--- config.mk ---
export PLATFORM = sky130hd
export DESIGN_NAME = pc_fetch_controller
export DESIGN_NICKNAME = d
export VERILOG_FILES = /design/src/rtl/fetch_pkg.sv /design/src/rtl/fetch_timeout_counter.sv /design/src/rtl/pc_fetch_controller.sv
export SDC_FILE = /design/constraint.sdc
export NUM_CORES = 1
export LEC_CHECK = 0
export CORE_UTILIZATION = 36
export CTS_BUF_LIST = sky130_fd_sc_hd__clkbuf_4
export DETAILED_ROUTE_END_ITERATION = 8
export GPL_ROUTABILITY_DRIVEN = 0
export PLACE_DENSITY_LB_ADDON = 0.2
export SLEW_MARGIN = 0
export SYNTH_ARGS = -nofsm -noshare
export SYNTH_HDL_FRONTEND = slang
export SYNTH_HIERARCHICAL = 1
export SYNTH_SLANG_ARGS = --single-unit
export TNS_END_PERCENT = 30
--- constraint.sdc ---
create_clock -name clk -period 2 [get_ports clk]
set_input_delay 0.2 -clock clk [delete_from_list [all_inputs] [get_ports clk]]
set_output_delay 0.2 -clock clk [all_outputs]
set_load 0.01 [all_outputs]
--- src/rtl/fetch_pkg.sv ---
// Shared types and widths for the ProgramCounter fetch sequencer.
package fetch_pkg;

  localparam int unsigned PC_W    = 12;
  localparam int unsigned INSTR_W = 16;

  // Fixed encodings keep state values identical to the legacy design.
  localparam logic [1:0] ST_IDLE  = 2'd0;
  localparam logic [1:0] ST_FETCH = 2'd1;
  localparam logic [1:0] ST_ISSUE = 2'd2;
  localparam logic [1:0] ST_HALT  = 2'd3;

  typedef enum logic [1:0] {
    IDLE  = ST_IDLE,
    FETCH = ST_FETCH,
    ISSUE = ST_ISSUE,
    HALT  = ST_HALT
  } state_e;

  typedef logic [PC_W-1:0] pc_addr_t;

endpackage

--- src/rtl/fetch_timeout_counter.sv ---
// Counts consecutive FETCH cycles without an ack; flags the last allowed one.
module fetch_timeout_counter #(
  parameter int unsigned TIMEOUT = 16
) (
  input  logic clk,
  input  logic rst,
  input  logic clr,
  input  logic inc,
  output logic expired
);

  localparam int unsigned CW = $clog2(TIMEOUT);
  localparam logic [CW-1:0] LAST = CW'(TIMEOUT - 1);

  logic [CW-1:0] cnt_q, cnt_d;

  always_comb begin
    cnt_d = cnt_q;
    if (clr) begin
      cnt_d = '0;
    end else if (inc) begin
      cnt_d = (cnt_q == LAST) ? '0 : cnt_q + CW'(1);
    end
  end

  always_ff @(posedge clk) begin
    if (rst) begin
      cnt_q <= '0;
    end else begin
      cnt_q <= cnt_d;
    end
  end

  assign expired = inc & ~clr & (cnt_q == LAST);

endmodule

--- src/rtl/pc_fetch_controller.sv ---
// Fetch/issue sequencer driving the ProgramCounter's we, cen and offset inputs.
module pc_fetch_controller #(
  parameter int unsigned PC_W    = fetch_pkg::PC_W,
  parameter int unsigned INSTR_W = fetch_pkg::INSTR_W,
  parameter int unsigned STEP    = 1,
  parameter int unsigned TIMEOUT = 16
) (
  input  logic               clk,
  input  logic               rst,
  input  logic [PC_W-1:0]    pc_cur,
  output logic               pc_we,
  output logic               pc_cen,
  output logic [PC_W-1:0]    pc_offset,
  output logic               imem_req,
  output logic [PC_W-1:0]    imem_addr,
  input  logic               imem_ack,
  input  logic [INSTR_W-1:0] imem_rdata,
  output logic [INSTR_W-1:0] instr_o,
  output logic               instr_valid,
  input  logic               instr_ready,
  input  logic               br_valid,
  input  logic [PC_W-1:0]    br_offset,
  input  logic               halt_req,
  output logic               halted,
  output logic               err
);

  import fetch_pkg::*;

  localparam logic [PC_W-1:0] STEP_V = PC_W'(STEP);

  state_e             state_q, state_d;
  logic [INSTR_W-1:0] instr_q, instr_d;
  logic               err_q, err_d;

  logic accept;
  logic tmo_inc, tmo_clr, tmo_expired;

  assign accept  = (state_q == ISSUE) & instr_ready;
  assign tmo_inc = (state_q == FETCH) & ~imem_ack;
  assign tmo_clr = (state_q != FETCH) | imem_ack;

  fetch_timeout_counter #(
    .TIMEOUT (TIMEOUT)
  ) u_tmo (
    .clk     (clk),
    .rst     (rst),
    .clr     (tmo_clr),
    .inc     (tmo_inc),
    .expired (tmo_expired)
  );

  always_comb begin
    state_d = state_q;
    instr_d = instr_q;
    err_d   = err_q;
    case (state_q)
      IDLE:  state_d = FETCH;
      FETCH: begin
        if (imem_ack) begin
          instr_d = imem_rdata;
          state_d = ISSUE;
        end else if (tmo_expired) begin
          err_d   = 1'b1;
          state_d = HALT;
        end
      end
      ISSUE: begin
        if (accept) begin
          state_d = halt_req ? HALT : FETCH;
        end
      end
      HALT:    state_d = HALT;
      default: state_d = IDLE;
    endcase
  end

  always_ff @(posedge clk) begin
    if (rst) begin
      state_q <= IDLE;
      instr_q <= '0;
      err_q   <= 1'b0;
    end else begin
      state_q <= state_d;
      instr_q <= instr_d;
      err_q   <= err_d;
    end
  end

  // halt_req outranks br_valid; the PC's reset only takes effect while cen is high.
  assign pc_we       = accept & ~halt_req & ~rst;
  assign pc_offset   = pc_we ? (br_valid ? br_offset : STEP_V) : '0;
  assign pc_cen      = rst | pc_we;

  assign imem_req    = (state_q == FETCH);
  assign imem_addr   = pc_cur;
  assign instr_valid = (state_q == ISSUE);
  assign instr_o     = instr_q;
  assign halted      = (state_q == HALT);
  assign err         = err_q;

endmodule

==> After elaboration in Yosys (flattened, before gate mapping) <==
Cells that the tools add are included.
{ "totals": {"output_inout_bits": 46, "input_bits": 46, "regBits": 23} }
{ "classes": {"add_sub_neg": 1, "n_mux": 8, "bitwise_logic": 12, "n_reduce_logical": 5, "eq_ne": 7} }
{ "ops": {"columns": ["operator", "count"], "rows": [
  ["12-bit two-way mux", 2],
  ["2-bit two-way mux", 4],
  ["2-bit one-hot mux with 4 select lines", 1],
  ["1-bit AND", 6],
  ["4-bit by 1-bit adder with 4-bit output, second input constant", 1],
  ["2-bit equality test, second input constant", 2],
  ["4-bit equality test, second input constant", 1],
  ["4-bit two-way mux", 1],
  ["2-bit by 1-bit inequality test with 1-bit output, second input constant", 2],
  ["1-bit NOT", 4],
  ["2-bit AND reduction", 2],
  ["3-bit by 1-bit inequality test with 1-bit output, second input constant", 1],
  ["3-bit AND reduction", 1],
  ["2-bit by 1-bit equality test with 1-bit output, second input constant", 1],
  ["2-bit zero test", 1],
  ["1-bit bitwise OR", 2],
  ["2-bit OR reduction", 1]
]} }

==> Longest topological paths before layout <==
Gate-level depths: netlist (run 1).
{ "logic_depth": {"depth_word": 8, "mapped_depth": 6, "mapped_depth_nobuf": 6} }

==> Hierarchy <==
The synthesis (run 1) kept the hierarchy.
{ "modules_own_cells": {"columns": ["module", "instances", "seq_area_each_um2", "cells_each", "area_per_inst_um2"], "rows": [
  ["pc_fetch_controller", 1, 380.4, 131, 1132.3],
  ["fetch_timeout_counter", 1, 80.1, 19, 181.4]
]} }

==> Worst setup path before layout (run 1) <==
No wires, ideal clock.
{ "synth_timing": {"kind": "register to register", "from": "reg state_q[0]", "to": "reg state_q[1]", "stages_incl_launch_ff": 7, "period_less_slack_ps": 1566, "setup_time_ps": 92, "setup_slack_ps": 434, "path_buffers": 0, "arrival_ps": 1474, "cell_sequence": "dfxtp_1 -> and2b_1 -> nor2b_1 -> nand4_1 -> nor2_1 -> nor3_1 -> nor4_1"} }
{ "synth_via": {"elab_cells_between_ends": 15, "classes_between": "6 x eq/ne; 1 x mux; 6 x bitwise; 2 x reduce/logical"} }
{ "synth_rtl": {"columns": ["element", "line", "source"], "rows": [
  ["from (decl)", "pc_fetch_controller.sv:32", "state_e state_q, state_d;"],
  ["from (signal assigned)", "pc_fetch_controller.sv:84", "state_q <= state_d;"],
  ["2-bit by 1-bit equality test with 1-bit output", null, null],
  ["net imem_req", "pc_fetch_controller.sv:14", "output logic imem_req,"],
  ["1-bit AND", "pc_fetch_controller.sv:40", "assign tmo_inc = (state_q == FETCH) & ~imem_ack;"],
  ["net tmo_inc", "pc_fetch_controller.sv:37", "logic tmo_inc, tmo_clr, tmo_expired;"],
  ["1-bit AND (2 in a row)", "fetch_timeout_counter.sv:34", "assign expired = inc & ~clr & (cnt_q == LAST);"],
  ["net tmo_expired", "pc_fetch_controller.sv:37", null],
  ["3-bit by 1-bit inequality test with 1-bit output (no line)", null, null],
  ["2-bit AND reduction (no line)", null, null]
]} }
The timed path passes the listed nets, and every way through them passes these cells.
A chain may end at the register's enable or synchronous reset.

==> Worst setup path in the final report (run 1) <==
{ "layout_timing": {"from": "in halt_req", "to": "out pc_we"} }
{ "layout_via": {"elab_chain_cells": 3} }
{ "layout_lines": {"columns": ["element", "line", "source"], "rows": [
  ["from (decl)", "pc_fetch_controller.sv:23", "input logic halt_req,"],
  ["1-bit NOT", "pc_fetch_controller.sv:91", "assign pc_we = accept & ~halt_req & ~rst;"],
  ["1-bit AND (2 in a row)", "pc_fetch_controller.sv:91", null],
  ["to (decl)", "pc_fetch_controller.sv:11", "output logic pc_we,"]
]} }
No other way between the ends.

==> results of run 1 <==
## final cells by class
type                            instances  area [um2]
Inverter                                4       15.01
Tap cell                               46       57.56
Clock inverter                          1       5.005
Multi-Input combinational cell        102       688.2
Sequential cell                        23       464.2
Timing Repair Buffer                   76       734.5
Clock buffer                            3       22.52
Fill cell                             337        1429
## cells in the mapped netlist
master,number,area share (%)
clkbuf_1,5,1.4
and3b_1,1,0.67
a21oi_1,1,0.38
nand2b_1,34,16
nor2_1,5,1.4
nor2b_1,3,1.4
and2_1,1,0.48
buf_12,1,1.5
nand4bb_1,2,1.7
nand4_1,2,0.95
buf_6,1,0.86
buf_4,12,6.9
nor3_2,1,0.76
nor3b_1,1,0.57
xor2_1,2,1.3
and2b_1,1,0.57
mux2i_1,17,13
nor4_1,2,0.95
inv_1,4,1.1
ha_1,1,0.95
xnor2_1,1,0.67
nor2_2,1,0.48
dfxtp_1,23,35
nand2_1,12,3.4
a211oi_4,1,1.5
nor3_1,13,5.0
buf_2,2,0.76
## metrics by stage
stage | setup TNS (ps) | setup WS [ps]
floorplan | 0 | 434.0
global placement | 0 | 63.55
detailed placement | -7.616 | -7.616
CTS | 0 | 5.616
global route | 0 | 18.72
finish | 0 | 117.8
## placed cells by master, fill, tap and decap left out, drive strengths merged, types with 3 or more instances in the layout
cell type | netlist | layout
buf | 16 | 9
clkbuf | 5 | 3
clkdlybuf4s50 | 0 | 55
dfxtp | 23 | 23
dlygate4sd2 | 0 | 9
dlymetal6s2s | 0 | 3
inv | 4 | 4
mux2i | 17 | 17
nand2 | 12 | 12
nand2b | 34 | 34
nor2 | 6 | 6
nor2b | 3 | 3
nor3 | 14 | 14
## kinds of logic after synthesis
kind of cell / count (synthesis) / synth area share (%)
DFF: 23 / 35.05
adders and majority gates: 1 / 0.9522
xor gates and xnor gates: 3 / 2.000
buffers and inverters: 25 / 12.57
AOI/OAI and AO/OA: 2 / 1.904
muxes: 17 / 12.95
and+or+nand+nor: 79 / 34.57
## registers in the layout, summed over array words and instances (netlist names)
register	flops
u_tmo/cnt_q	4
instr_o	16
state_q	2
err	1
## per-layer routing
layer / part of all wire, % / routed length, um
met2: 53 / 1602
met5: 0 / 0
met4: 2.7 / 82
met1: 39 / 1191
met3: 5.7 / 174
## worst reg2reg max path, cell delays in order (launching register included)
cell and delay (ps):
dfxtp_1 350, buf_4 140, and2b_1 150, nor2b_1 180, nand4_1 150, nor2_1 150, nor3_1 60, nor4_1 230
## worst max-delay path by stage
stage,endpoint,slack (ps),cells past startpoint
after floorplan,state_q[1],430,6
after global placement,pc_offset[3],60,5
after detailed placement,pc_offset[9],-8,5
after CTS,pc_offset[10],6,4
after global routing,pc_we,20,4
final,pc_we,120,5
## power groups by stage
stage                     combinational (mW)  sequential [mW]  clock (mW)
after floorplan                        0.123            0.509           0
after global placement                 0.233            0.500           0
after detailed placement               0.237            0.501           0
after CTS                              0.238            0.491       0.224
after global routing                   0.255            0.493       0.240
final                                  0.234            0.490       0.207
## repair_timing
item,CTS,global route
buffers inserted,0,0
gates cloned,0,0
resized for setup,10,4
setup endpoints to repair,12,4
==> out/results.txt, run 1 <==
In this run the critical register-to-register path is captured at state_q[1]. The finished layout cell area is 1987 um2, and the net switching component of the power is 0.2313 mW. The netlist area before placement came out at 1314 um2. Relative to the synthesized area, the layout overhead comes to 51.24%.

Buffers placed on the I/O ports in this run total 67. The final critical delay including setup and external delays is 1882 ps, and the part of the total power dissipated in combinational logic is 25.1%. The slowest library cell on the worst path is clkdlybuf4s50_1. Across the routed clock network, the largest skew measured is 6.408 ps. Before antenna repair, the detailed router went through 4 iterations. The tools report the fraction of power consumed by sequential logic as 52.6%. TritonCTS built the clock tree. The maximum fanout along the worst path was 12. Setup repair after global routing left no endpoint under its margin. Entering global routing, the biggest net connects 33 pins. For this run, the number of Yosys warnings is 6. For met1 alone, demand over resource in global routing was 17.06%. The die covers 3895 um2. Data on the critical path is required at its endpoint by 1800 ps. The repair_antennas step left the layout with diodes totalling 0. In the final routed layout, each cell accounts on average for 11.96 um. Hold-critical path endpoint: imem_addr[1]. Global-route met2 utilization: 33.02%. In this run the critical register-to-register path is launched from state_q[0]. Across the run, the number of max-cap violations was 0.

The core region is 3416 um2. The number of clock buffers inserted by TritonCTS is 3, and the fraction of final layout cells with drive strength greater than 1 is 8.134%. The run gives 16.87% as the global router's overall resource usage. The most critical setup path has its startpoint at halt_req.

The routed design has 3.049 mm of wire. The worst hold path passes through 0 cells. CTS placed an instance of clkbuf_4 at the clock tree root.

For the I/O pin total, the log shows 92. The sum of net half-perimeters after detailed placement is 2.417 mm, and the setup-violating endpoint count in the final report is 0. For this configuration, the core starts out at a cell density of 38.46%.

The most numerous cell type found on the critical path is clkdlybuf4s50_1. Internal power comes to 0.6997 mW. The fraction of power spent switching nets came out at 24.85%.

The tools report the number of H-tree levels as 1. The critical path's largest stage delay is 550 ps. In the finished design, the share of the clock period the worst path needs comes to 94.11%. The count of buffer and inverter cells on the critical path works out to 3. The type of origin of the critical path is a primary input. The post-synthesis average cell area works out to 8.758 um2.

In this run the power density over the cells is 468.6 nW/um2. The min-delay analysis places its worst path in the category primary input to output port. Slew at the pin with the worst max-slew slack: 271.7 ps. For the worst-skew pair, the clock arrives at the later sink with an insertion delay of 300 ps. The post-layout instance count excluding filler cells was 255.

In the routed layout, each cell is associated on average with a via count of 4.624. In the routed design, unresolved DRC markers number 0. Once placement finished, the instance area stood at 1959 um2. For this run, the top clock speed supported by timing is 0.5313 GHz. In this run the register-to-register setup slack is 520 ps. For met3 alone, demand over resource in global routing was 3.102%. VDD sags by at most 0.0002257 V. Of the synthesized area, sequential elements account for 35.05%. The tools report the number of pins exceeding their max-slew limit in the final report as 0. The detailed router finished its first iteration with 20 violations. The run gives 21 as the count of standard-cell rows.

The tools report the total of hold buffers inserted after clock tree synthesis as 0. Hold path startpoint: pc_cur[1]. The flow ran to the end, and the final reports show no timing, DRC or antenna violations. The tools report the number of instances in the placed design as 251. Summing internal, switching and leakage power gives 0.9311 mW. In this run the tightest slew margin relative to its limit is 81.85%.

The post-layout utilization of the core was 58.17%; the distinct cell type count of the synthesized netlist was 27. In this run the remaining antenna-violating nets after routing total 0. Number of hold violations in the final report: 0.

The layer flagged by global routing as most heavily used is met2. The clock net in this run drives a total of 23 sinks. Die extent in y: 62.41 um. The critical path is of the primary input to output port type.

The number of vias after detailed routing is 1,179, and the minimum hold slack is 400.0 ps. The tools report the net count after synthesis as 197. Total number of nets in the final design: 257.

STA classifies the critical path endpoint as an output port. The number of antenna violations at the first check in global routing is 0. The die is 62.41 um wide. The total of flip-flops plus latches after synthesis was 23; the power share of the clock group was 22.3%. Maximum count of clock buffers along a single path: 2. For this design the static power due to leakage is 0.8171 nW. The worst register-to-register path has a depth of 7. Total congestion overflow after global routing: 0. The data arrival at the endpoint of the critical path was 1680 ps. Counting every instance in the synthesized netlist gives 150. The tools report the via count of the first global-routing pass as 1,301. The largest delay contributor family on the critical path is buffers and inverters. The first global-routing pass estimated 5.340 mm of wire.

The critical path goes through clkdlybuf4s50_1 -> nand4bb_1 -> buf_4 -> nor2_1 -> clkdlybuf4s50_1.
No activity file was read; power rests on OpenSTA's default activity.
==> run 2, diff against run 1 <==
--- a/config.mk
+++ b/config.mk
@@ -5,8 +5,10 @@
 export SDC_FILE = /design/constraint.sdc
 export NUM_CORES = 1
 export LEC_CHECK = 0
-export CORE_UTILIZATION = 36
-export CTS_BUF_LIST = sky130_fd_sc_hd__clkbuf_4
+export CELL_PAD_IN_SITES_DETAIL_PLACEMENT = 0
+export CELL_PAD_IN_SITES_GLOBAL_PLACEMENT = 1
+export CORE_UTILIZATION = 24
+export CTS_BUF_LIST = sky130_fd_sc_hd__clkbuf_2 sky130_fd_sc_hd__clkbuf_4 sky130_fd_sc_hd__clkbuf_8
 export DETAILED_ROUTE_END_ITERATION = 8
 export GPL_ROUTABILITY_DRIVEN = 0
 export PLACE_DENSITY_LB_ADDON = 0.2
==> constraint.sdc (replaced) <==
create_clock -name clk -period 2 [get_ports clk]
set_input_delay 0.2 -clock clk [delete_from_list [all_inputs] [get_ports clk]]
set_output_delay 0.2 -clock clk [all_outputs]
set_load 0.05 [all_outputs]
==> run 2 against run 1 <==
Global-route usage is 5.7 points lower. Count of clock-buffer cells in the layout is 1 higher. Utilization is 17 points lower. Critical path depth is 1 lower. First-iteration DRC count is 15% higher. Non-clock buffer count is 3 lower. Power is 18% higher. Worst hold slack hardly changed. Combinational power is 29% higher. Critical endpoint is now pc_offset[6]. Highest routed layer unchanged.
==> out/results.txt, run 2 (same netlist as run 1, synthesis figures left out) <==
For the final routed database, the setup TNS stands at 0 ps. The required arrival time at the worst endpoint was 1800 ps; the maximum fanout along the worst path was 12. After detailed routing, the number of remaining DRC violations is 0. The worst hold path belongs to the class primary input to output port. The first global-routing pass estimated 5.299 mm of wire. For the post-route antenna net violation count, the log shows 0. Input and output buffers added on the ports amount to 67.

After layout, the worst path uses 88.34% of the clock period. The run gives 0 as the total congestion overflow after global routing. The number of antenna violations at the first check in global routing is 0. Setup repair after global routing left no endpoint under its margin. The maximum count of clock buffers along a single path was 2. After clock tree synthesis, the setup repair step added 0 buffers.

Die extent in y: 75.99 um. End of the worst register-to-register path: state_q[1]. The horizontal extent of the die was 75.99 um; the count of standard-cell rows was 26.

The tools report the final setup skew as 6.397 ps. Worst setup path category: primary input to output port. The number of hold violations in the final report is 0. The leading cell type in the layout, fill and taps excluded was clkdlybuf4s50_1.

After floorplanning, the core was sized to cover 5205 um2. The tools report the hold path startpoint as pc_cur[8]. Relative to the synthesized area, the layout overhead comes to 64.00%. Detailed placement ended at an HPWL of 2.510 mm. In this run the worst setup path begins at br_valid. The worst slew margin relative to its limit is 66.82%. The tools report the via count of the first global-routing pass as 1,172. The tools report the total wirelength of the detailed-routed design as 3.203 mm.

The post-layout utilization of the core came out at 41.39%. Before antenna repair, the detailed router went through 2 iterations. The data arrival at the endpoint of the critical path was 1570 ps; the power per unit of standard cell area was 508.2 nW/um2. The worst path in the final design needs a cycle of 1767 ps, including I/O delays and setup. The clock sink total is 23, and the flip-flop count of the largest register after layout is 16. For this run, the post-layout net count is 254. The worst reg-to-reg path cell count is 6. The number of clock buffers added by TritonCTS is 3. At the pin with the least slew margin, the transition time is 496.1 ps. For the I/O pin total, the log shows 92.

The run gives 11.20% as the global router's overall resource usage. The run finished with clean final reports. The via density per instance came out at 4.199. STA classifies the critical path endpoint as an output port.

Timing would allow up to 0.5660 GHz. TritonCTS built the clock tree. After clock tree synthesis, the flow added hold-fix buffers numbering 0.

The tools report the hold-critical path endpoint as imem_addr[8]. In this run the static leakage power is 0.7837 nW. Along the worst hold path, the cell count comes to 0.

Count of filler cells inserted in the layout: 520. The tools report the max-cap violation count as 0. Total power for the finished layout comes to 1.095 mW.

The tools report the number of vias after detailed routing as 1,159. The type of origin of the critical path is a primary input. The average routed wire per standard cell works out to 11.61 um. In the layout the commonest cells are clkdlybuf4s50_1, nand2b_1, dfxtp_1.

The post-route netlist has 15.05% of its cells at a drive strength greater than 1. The number of gates resized after cts was 0. The detailed router finished its first iteration with 23 violations. The number of pins exceeding their max-slew limit in the final report is 0, and the peak ir drop on the vdd network is 0.0002363 V. The number of H-tree levels is 1. The tree is rooted in a clkbuf_8. The later pin in the worst-skew pair is clocked with a latency of 260 ps.

The logs give 0 for the setup-violating endpoint count in the final report and 39 for the maximum number of pins on one net before global-route repair. The startpoint identified for the worst register-to-register timing path is state_q[0]. Number of inserted diodes: 0. The logs give 25.24% for the starting utilization of the core area and 480 ps for the reg-to-reg setup timing slack. The die covers 5774 um2.
## run 2: cell types whose count changed in the layout (fill, tap and decap cells not counted), sizes merged
cell and change:
clkinv -1, clkdlybuf4s50 -5, dlymetal6s2s -3, clkbuf +1, buf +14, dlygate4sd2 -9
## run 2: critical path, stage by stage
cell and delay, ps:
clkdlybuf4s50_1 710, inv_1 100, nor4_2 370, buf_12 190
## run 2: how the worst max path moves through the flow
stage / end / slack [ps] / cells after the start
after detailed placement: pc_offset[6] / 220 / 4
final: pc_offset[6] / 230 / 4
after floorplan: pc_offset[10] / -110 / 3
after CTS: pc_offset[6] / 220 / 4
after global routing: pc_offset[9] / 100 / 4
after global placement: pc_offset[6] / 280 / 4
## run 2: cell type report
| class | count | area (um2) | share of cell area, % |
|---|---|---|---|
| inverters | 4 | 15.01 | 0.6969 |
| multi-input cells | 102 | 694.4 | 32.23 |
| repair buffers | 73 | 848.3 | 39.37 |
| clock buffers | 4 | 48.80 | 2.265 |
| well taps | 70 | 87.58 | 4.065 |
| flip-flops and latches | 23 | 460.4 | 21.37 |
## run 2: report_power, final
part / internal, mW / switching [mW]
clock network: 0.156 / 0.146
logic: 0.147 / 0.154
registers: 0.478 / 0.0140
## run 2: layer usage
layer,track usage [%],routed length (um)
met1,11.97,1274
met2,19.64,1525
met3,3.952,363
met4,5.385,40
met5,0,0
## run 2: metrics by stage
stage / instance area, um2 / std cells / worst slack, ps / hold slack, ps
4_1_cts: 2155 / 276 / 218.1 / 400.6
3_5_place_dp: 2106 / 272 / 217.0 / 400.6
3_3_place_gp: 2106 / 272 / 277.2 / 400.6
5_1_grt: 2155 / 276 / 99.05 / 400.1
2_1_floorplan: 1320 / 150 / -107.4 / 270.9
6_report: 2155 / 276 / 233.2 / 400.0
==> run 3, diff against run 2 <==
--- a/config.mk
+++ b/config.mk
@@ -17,4 +17,3 @@
 export SYNTH_HDL_FRONTEND = slang
 export SYNTH_HIERARCHICAL = 1
 export SYNTH_SLANG_ARGS = --single-unit
-export TNS_END_PERCENT = 30
==> results of run 3 <==
Final layout, timing and power as in run 2 (identical DEF).
